==> config.mk <==
export PLATFORM = sky130hd
export DESIGN_NAME = counter_seq_ctrl
export DESIGN_NICKNAME = d
export VERILOG_FILES = /design/src/rtl/counter_seq_ctrl.sv
export SDC_FILE = /design/constraint.sdc
export NUM_CORES = 1
export LEC_CHECK = 0
export CAP_MARGIN = 25
export CORE_MARGIN = 2
export CORE_UTILIZATION = 50
export DETAILED_ROUTE_END_ITERATION = 6
export PLACE_DENSITY = 0.78
export RECOVER_POWER = 100
export SYNTH_ARGS = -nofsm -noshare
export SYNTH_HDL_FRONTEND = slang
export SYNTH_SLANG_ARGS = --single-unit
export TNS_END_PERCENT = 20
==> constraint.sdc <==
create_clock -name clk -period 3 [get_ports clk]
set_input_delay 0.3 -clock clk [delete_from_list [all_inputs] [get_ports clk]]
set_output_delay 0.3 -clock clk [all_outputs]
set_load 0.1 [all_outputs]
==> src/rtl/counter_seq_ctrl.sv <==
// Sequencing controller for a programmable up-counter.
// Runs the counter one-shot (hold at limit) or periodic (wrap at limit) under start/stop/pause commands.
module counter_seq_ctrl #(
    parameter int WIDTH         = 7,
    parameter int DEFAULT_LIMIT = 100,
    parameter int WRAPW         = 8
) (
    input  logic             clk,
    input  logic             reset_n,
    input  logic             i_start,
    input  logic             i_stop,
    input  logic             i_pause,
    input  logic             i_mode,
    input  logic [WIDTH-1:0] i_limit,
    output logic [WIDTH-1:0] o_cnt,
    output logic [1:0]       o_state,
    output logic             o_busy,
    output logic             o_done,
    output logic             o_wrap,
    output logic [WRAPW-1:0] o_wrap_cnt
);

    typedef enum logic [1:0] {
        IDLE  = 2'd0,
        RUN   = 2'd1,
        PAUSE = 2'd2,
        DONE  = 2'd3
    } state_t;

    localparam logic [WIDTH-1:0] LIMIT_RST = WIDTH'(DEFAULT_LIMIT);
    localparam logic [WRAPW-1:0] WRAP_MAX  = '1;

    state_t           state;
    logic [WIDTH-1:0] lim_q;
    logic             mode_q;

    assign o_state = state;
    assign o_busy  = (state == RUN) || (state == PAUSE);

    always_ff @(posedge clk or negedge reset_n) begin
        if (!reset_n) begin
            state      <= IDLE;
            o_cnt      <= '0;
            lim_q      <= LIMIT_RST;
            mode_q     <= 1'b0;
            o_done     <= 1'b0;
            o_wrap     <= 1'b0;
            o_wrap_cnt <= '0;
        end else begin
            // NOTE: pulses default low every edge; a later non-blocking write in this block wins, so the branches below only need to raise them.
            o_done <= 1'b0;
            o_wrap <= 1'b0;
            case (state)
                IDLE, DONE: begin
                    if (i_stop) begin
                        state <= IDLE;
                        o_cnt <= '0;
                    end else if (i_start) begin
                        lim_q      <= i_limit;
                        mode_q     <= i_mode;
                        o_cnt      <= '0;
                        o_wrap_cnt <= '0;
                        state      <= RUN;
                    end else if (state == IDLE) begin
                        o_cnt <= '0;
                    end
                end
                RUN: begin
                    if (i_stop) begin
                        state <= IDLE;
                        o_cnt <= '0;
                    end else if (i_pause) begin
                        state <= PAUSE;
                    end else if (o_cnt == lim_q) begin
                        if (!mode_q) begin
                            state  <= DONE;
                            o_done <= 1'b1;
                        end else begin
                            o_cnt  <= '0;
                            o_wrap <= 1'b1;
                            if (o_wrap_cnt != WRAP_MAX)
                                o_wrap_cnt <= o_wrap_cnt + 1'b1;
                        end
                    end else begin
                        // o_cnt stays at or below lim_q, so this increment never overflows
                        o_cnt <= o_cnt + 1'b1;
                    end
                end
                PAUSE: begin
                    if (i_stop) begin
                        state <= IDLE;
                        o_cnt <= '0;
                    end else if (!i_pause) begin
                        state <= RUN;
                    end
                end
                default: state <= IDLE;
            endcase
        end
    end

endmodule

==> implementation parameters, run 1 <==
Parameter                              Value

Status
  Status ... finished clean

Layout
  Cell Count, Final, Fillers Out ... 231
  Fill cell instance count of the final layout ... 292
  Number of inserted diodes ... 0
  Fraction of layout cells with a size suffix above 1 ... 0.107
  Synth-to-layout area growth ... 17.1%
  # nets final ... 206

Min path
  Hold Crit Class ... flop to flop
  Startpoint of the lowest-slack hold path ... lim_q[4]
  Hold-critical path depth ... 1
  Hold path endpoint ... lim_q[4]

Synthesis
  Most instantiated library cell after synthesis ... sky130_fd_sc_hd__dfrtp_1
  Number of cells produced by synthesis ... 154
  Count of different cell masters after synthesis ... 49
  Synth Cell Area ... 1570 µm²
  Flip-flop and latch count after synthesis ... 27
  Number of enable-type register cells in the synthesized netlist ... 0
  Most instantiated flip-flop cell in the synthesis netlist ... sky130_fd_sc_hd__dfrtp_1
  Most area-consuming cells after synthesis ... sky130_fd_sc_hd__dfrtp_1 (38%), sky130_fd_sc_hd__mux2_2 (5.7%), sky130_fd_sc_hd__dfstp_2 (5.0%)
  Fraction of the yosys area taken by sequential cells ... 0.432
  Most frequent cells after synthesis ... sky130_fd_sc_hd__dfrtp_1 (24), sky130_fd_sc_hd__nand3_1 (13), sky130_fd_sc_hd__nand2_1 (12)
  Top cell type by total area after synthesis ... sky130_fd_sc_hd__dfrtp_1
  Syn nets ... 172
  Synth Warn # ... 0
  Syn_area_per_cell ... 10.2 µm²
  Proportion of synthesized flip-flops having asynchronous set or reset ... 1.00
  Fraction of synthesized cell area taken by the top area cell type ... 0.382

Critical path
  Source of the worst register-to-register timing path ... o_cnt[4]
  Biggest fanout along the worst timing path ... 5
  Setup slack, reg-to-reg ... 650 ps
  Crit Path Class ... flop to primary output
  Beginning of the critical path ... o_state[0]
  Worst path arrival time ... 2090 ps
  Required time at the worst-slack endpoint ... 2700 ps
  Category of the worst setup path capture point ... primary output
  Capturing point of the worst reg2reg path ... o_wrap_cnt[5]
  Kind of start point of the critical path ... flop
  Cell count of the worst reg-to-reg path ... 5

Floorplanning
  Die area ... 3610 µm²
  # rows ... 20
  Number of top-level pins ... 33
  Vertical extent of the die ... 60.1 µm
  Area of the placeable core ... 3030 µm²
  Initial Util ... 0.519
  Die X ... 60.1 µm

Pwr
  Static leakage power ... 0.740 nW
  Peak supply drop ... 765 µV
  P per Cell Area ... 977 nW/µm²

Clocking
  Root buffer cell ... sky130_fd_sc_hd__clkbuf_4
  TritonCTS clock tree ... built
  Buffer count from post-CTS setup fixing ... 0
  Count of cells resized by post-cts repair ... 0
  Post-CTS clock slew at the launch and capture registers of the worst setup and hold paths ... 140 ps
  Total clock buffers created by CTS ... 3
  Clock tree sinks ... 27
  Clock Tree Buf Depth ... 2
  CTS Hold Bufs ... 0
  Clock latency on the worst-skew pair ... 310 ps
  CTS H-tree depth ... 1

Timing
  Setup slack after layout ... 614 ps
  Transition time at the pin with the least slew margin ... 1460 ps
  RSZ-0062 raised after global routing ... no
  Final setup violation count ... 0
  Max Fclk ... 419 MHz
  Worst clock skew ... 4.40 ps
  Final hold violations ... 0
  Setup_tns ... 0 ps
  Time the final worst path needs with I/O delays and setup ... 2390 ps
  Final Cycle Share ... 0.795
  Worst max-slew margin expressed relative to the limit ... 0.0242
  Final count of pins violating max slew ... 0

Drt
  Final routed DRC violation total ... 0
  Count of vias placed by the detailed router ... 1,327
  Post-route ant nets ... 0
  Total wirelength of the detailed-routed design ... 3.50 mm
  WL per Instance ... 15.1 µm
  Initial DRT Pass Iterations ... 4
  Via density ... 5.74
  Initial detailed-routing violation count ... 59

GRT
  Number of antenna violations at the first check in global routing ... 0
  Total track usage ... 0.208
  Vias in the first global route ... 1,274
  Global-route wire length before repair ... 5.66 mm
  Largest net degree at the start of global routing ... 28
  Congestion Overflow GR ... 0

Placement
  Pre-CTS worst setup slack ... 606 ps
  Cells after DPL ... 227
  Number of buffer cells added on primary ports ... 32
  Gp weighted congestion ... 0.836
  DP Wirelength ... 2.62 mm

Flow run
  Max-cap violation count ... 0
-- power breakdown --
group | total [mW] | switching [mW] | internal, mW
registers | 0.615 | 0.125 | 0.490
clock network | 0.154 | 0.102 | 0.0519
logic | 1.03 | 0.782 | 0.247
-- worst max path at each step --
stage | endpoint | slack [ps] | cells after the start
global placement | o_wrap_cnt[5] | 650 | 6
floorplan | o_wrap_cnt[7] | 290 | 8
CTS | o_wrap_cnt[5] | 700 | 7
detailed placement | o_wrap_cnt[5] | 610 | 6
global route | o_wrap_cnt[1] | 510 | 5
finish | o_busy | 610 | 4
-- layout by cell type (no fill, tap or decap), drive strengths merged, types with 3 or more instances in the layout --
| cell type | netlist | routed |
|---|---|---|
| clkdlybuf4s50 | 0 | 11 |
| or4 | 3 | 3 |
| inv | 12 | 12 |
| mux2 | 8 | 8 |
| o211ai | 7 | 7 |
| nand3 | 13 | 13 |
| o221ai | 3 | 3 |
| dfrtp | 24 | 24 |
| nand4 | 4 | 4 |
| nand2 | 13 | 13 |
| clkbuf | 3 | 23 |
| nand2b | 4 | 4 |
| dlygate4sd3 | 0 | 3 |
| xor2 | 7 | 7 |
| nor2 | 5 | 5 |
| dfstp | 3 | 3 |
| ha | 5 | 5 |
| o311ai | 3 | 3 |
| or3 | 3 | 3 |
| nor4 | 3 | 3 |
| and3 | 4 | 4 |
-- sequential cells by signal, summed over array words and instances, names as in the netlist --
| name | cells |
|---|---|
| o_wrap_cnt | 8 |
| lim_q | 7 |
| o_cnt | 7 |
| o_state | 2 |
| mode_q | 1 |
| o_done | 1 |
| o_wrap | 1 |
-- cell type report --
type / instances / area, µm² / share of cell area
multi-input cells: 110 / 816 / 0.443
flip-flops and latches: 27 / 679 / 0.369
repair buffers: 34 / 219 / 0.119
well taps: 44 / 55.1 / 0.0299
inverters: 12 / 45.0 / 0.0245
clock buffers: 4 / 26.3 / 0.0143
-- cells by family (layout without fill, tap and decap cells) --
group	after synthesis	in the layout	synth area share
DFF	27	27	0.432
muxes	9	9	0.0637
xor gates and xnor gates	7	7	0.0390
and+or+nand+nor	59	59	0.216
AOI/OAI and AO/OA	30	30	0.162
adders and majority gates	5	5	0.0398
buffers and inverters	17	50	0.0470
-- critical path, cell delays in order, from the launching register on --
cell and delay, ps:
sky130_fd_sc_hd__dfrtp_1 440, sky130_fd_sc_hd__inv_1 70, sky130_fd_sc_hd__ha_1 330, sky130_fd_sc_hd__inv_1 70, sky130_fd_sc_hd__clkbuf_1 860
-- routing by layer --
layer	vias to the layer above	routed length [µm]	GRT usage
li1	636	-	-
met1	643	1540	0.264
met2	42	1750	0.365
met3	6	161	0.0281
met4	0	46	0.0603
met5	-	0	0
-- per-stage QoR --
stage                     total power [mW]   util  hold slack (ps)  cell area (µm²)
after floorplan                       1.48      -             4.41             1570
after global routing                  1.90  0.608              569             1840
after global placement                1.69  0.624              509             1890
final                                 1.80  0.608              549             1840
after detailed placement              1.72  0.624              522             1890
after CTS                             1.87  0.632              340             1910
No activity file was read; power rests on OpenSTA's default activity.
==> run 2: changes to the inputs <==
==> constraint.sdc (replaced) <==
create_clock -name clk -period 2.25 [get_ports clk]
set_input_delay 0.225 -clock clk [delete_from_list [all_inputs] [get_ports clk]]
set_output_delay 0.225 -clock clk [all_outputs]
set_load 0.1 [all_outputs]
==> implementation parameters, run 2 (same netlist as run 1, synthesis figures left out) <==
Parameter                              Value

Status
  Status ... finished clean

Placement
  Number of buffer cells added on primary ports ... 32 (unchanged)
  Cells after DPL ... 233 (+2.6%)
  DP Wirelength ... 2.67 mm (+2.2%)
  Gp weighted congestion ... 0.846 (+1.3%)

Critical path
  Crit Path Class ... flop to flop
  Worst path arrival time ... 2390 ps (+300 ps)
  Setup slack, reg-to-reg ... 130 ps (-520 ps)
  Category of the worst setup path capture point ... flop
  Kind of start point of the critical path ... flop
  Biggest fanout along the worst timing path ... 7 (+2)
  Cell count of the worst reg-to-reg path ... 6 (+1)
  Delay contributed by the slowest stage of the critical path ... 540 ps (-320 ps)
  Chain of cells forming the critical path ... ha_4, nor2_1, a2111oi_4, o21ai_2, or4_1, o211ai_1
  Worst Path Buf+Inv ... 0 (-3)
  Capturing point of the worst reg2reg path ... o_wrap_cnt[5]
  Slowest cell on crit path ... sky130_fd_sc_hd__dfrtp_4
  Source of the worst register-to-register timing path ... o_state[1]
  Family with the most delay on the worst path ... compound AO/OA/AOI/OAI gates
  Required time at the worst-slack endpoint ... 2520 ps (-180 ps)

Flow run
  Max-cap violation count ... 0 (unchanged)

Timing
  Transition time at the pin with the least slew margin ... 1450 ps (-10.4 ps)
  Final setup violation count ... 0 (unchanged)
  RSZ-0062 raised after global routing ... no
  Final hold violations ... 0 (unchanged)
  Time the final worst path needs with I/O delays and setup ... 2120 ps
  Final Cycle Share ... 0.943
  Max Fclk ... 471 MHz
  Final count of pins violating max slew ... 0 (unchanged)
  Worst clock skew ... 11.2 ps (+6.80 ps)
  Worst max-slew margin expressed relative to the limit ... 0.0312 (+0.00696)

Layout
  Register name with the most flops ... o_wrap_cnt
  Number of inserted diodes ... 0 (unchanged)
  Synth-to-layout area growth ... 22.4%
  Commonest non-fill, non-tap cell in the layout ... sky130_fd_sc_hd__clkbuf_1
  Top library cells by usage in the layout, fill and taps aside ... sky130_fd_sc_hd__clkbuf_1 (18), sky130_fd_sc_hd__dfrtp_1 (14), sky130_fd_sc_hd__nand2_1 (13), sky130_fd_sc_hd__nand3_1 (13), sky130_fd_sc_hd__clkdlybuf4s50_1 (11)
  Cell Count, Final, Fillers Out ... 237 (+2.6%)
  Largest register FFs ... 8 (unchanged)
  Largest registers ... o_wrap_cnt x8, lim_q x7, o_cnt x7
  Fraction of layout cells with a size suffix above 1 ... 0.233 (+0.126)
  # nets final ... 212 (+2.9%)

Min path
  Hold Crit Class ... input port to flop
  Startpoint of the lowest-slack hold path ... i_mode
  Hold path endpoint ... mode_q
  Hold-critical path depth ... 2 (+1)

Drt
  Count of vias placed by the detailed router ... 1,363 (+2.7%)
  Initial DRT Pass Iterations ... 4 (unchanged)
  Total wirelength of the detailed-routed design ... 3.59 mm (+2.7%)
  WL per Instance ... 15.2 µm (+0.11%)
  Initial detailed-routing violation count ... 50 (-15%)
  Final routed DRC violation total ... 0 (unchanged)
  Post-route ant nets ... 0 (unchanged)
  Via density ... 5.75 (+0.11%)

Clocking
  Buffer count from post-CTS setup fixing ... 0 (unchanged)
  Clock latency on the worst-skew pair ... 340 ps (+30 ps)
  TritonCTS clock tree ... built
  Clock Tree Buf Depth ... 2 (unchanged)
  CTS H-tree depth ... 1 (unchanged)
  Clock tree sinks ... 27 (unchanged)
  Root buffer cell ... sky130_fd_sc_hd__clkbuf_4
  Total clock buffers created by CTS ... 3 (unchanged)
  Post-CTS clock slew at the launch and capture registers of the worst setup and hold paths ... 160 ps (+20 ps)

GRT
  Congestion Overflow GR ... 0 (unchanged)
  Vias in the first global route ... 1,299 (+2.0%)
  Number of antenna violations at the first check in global routing ... 0 (unchanged)
  Global-route wire length before repair ... 5.73 mm (+1.3%)
  Largest net degree at the start of global routing ... 28 (unchanged)
  Total track usage ... 0.213 (+0.00504)

Pwr
  Peak supply drop ... 1020 µV (+33%)
  P per Cell Area ... 1310 nW/µm² (+34%)
  Static leakage power ... 0.750 nW (+1.3%)
  Overall power consumption ... 2.51 mW (+40%)

Floorplanning
  Number of top-level pins ... 33 (unchanged)
  # rows ... 20 (unchanged)
  Die X ... 60.1 µm (unchanged)
  Die area ... 3610 µm² (unchanged)
  Area of the placeable core ... 3030 µm² (unchanged)
  Vertical extent of the die ... 60.1 µm (unchanged)
  Initial Util ... 0.519 (unchanged)
-- run 2: cell types whose count changed in the layout (fill, tap and decap cells not counted), moves of 3 or more --
cell and delta:
sky130_fd_sc_hd__dfrtp_2 +8, sky130_fd_sc_hd__inv_1 -3, sky130_fd_sc_hd__dfrtp_1 -10, sky130_fd_sc_hd__clkbuf_2 +5, sky130_fd_sc_hd__inv_2 +3, sky130_fd_sc_hd__buf_4 +4
-- run 2: repair_timing --
action,4_1_cts,5_1_grt
hold buffers,0,0
gates resized for setup,0,3
setup endpoints to repair,0,2
hold endpoints to repair,0,0
-- run 2: worst max-delay path by stage --
stage | cells past startpoint | end | from
floorplan | 9 | o_wrap_cnt[7] | o_state[1]
detailed placement | 7 | o_wrap_cnt[5] | o_state[1]
global route | 7 | o_wrap_cnt[5] | o_state[0]
CTS | 7 | o_wrap_cnt[5] | o_state[1]
global placement | 7 | o_wrap_cnt[5] | o_state[0]
finish | 6 | o_wrap_cnt[5] | o_state[1]
-- run 2: final cells by class --
class	count	area (µm²)
Fill cell	272	1100
Sequential cell	27	697
Inverter	12	45.0
Clock buffer	3	22.5
Clock inverter	1	7.51
Multi-Input combinational cell	110	846
Tap cell	44	55.1
Timing Repair Buffer	40	250
-- run 2: worst register-to-register path, cell delays in order, from the launching register on --
cell and delay, ps:
sky130_fd_sc_hd__dfrtp_4 540, sky130_fd_sc_hd__ha_4 290, sky130_fd_sc_hd__nor2_1 70, sky130_fd_sc_hd__a2111oi_4 320
sky130_fd_sc_hd__o21ai_2 150, sky130_fd_sc_hd__or4_1 510, sky130_fd_sc_hd__o211ai_1 160
-- run 2: metrics by stage --
stage	hold WS (ps)	TNS, ps	util	setup slack, ps	cell area (µm²)
floorplan	-70.6	-16.1	-	-16.1	1600
global placement	508	0	0.647	150	1960
detailed placement	529	0	0.647	84.0	1960
CTS	249	0	0.657	52.4	1990
global route	478	0	0.635	4.06	1920
finish	474	0	0.635	128	1920
-- run 2: routing by layer --
layer | vias to the layer above | share of wire | GRT usage
li1 | 650 | - | -
met1 | 669 | 0.43 | 0.271
met2 | 39 | 0.51 | 0.370
met3 | 5 | 0.046 | 0.0281
met4 | 0 | 0.010 | 0.0698
met5 | - | 0 | 0
-- run 2: power by group --
| group | internal [mW] | total (mW) | switching (mW) | leakage (nW) |
|---|---|---|---|---|
| clock | 0.0683 | 0.229 | 0.161 | 0.0139 |
| sequential | 0.662 | 0.833 | 0.171 | 0.328 |
| combinational | 0.387 | 1.45 | 1.06 | 0.408 |
| total | 1.12 | 2.51 | 1.40 | 0.750 |
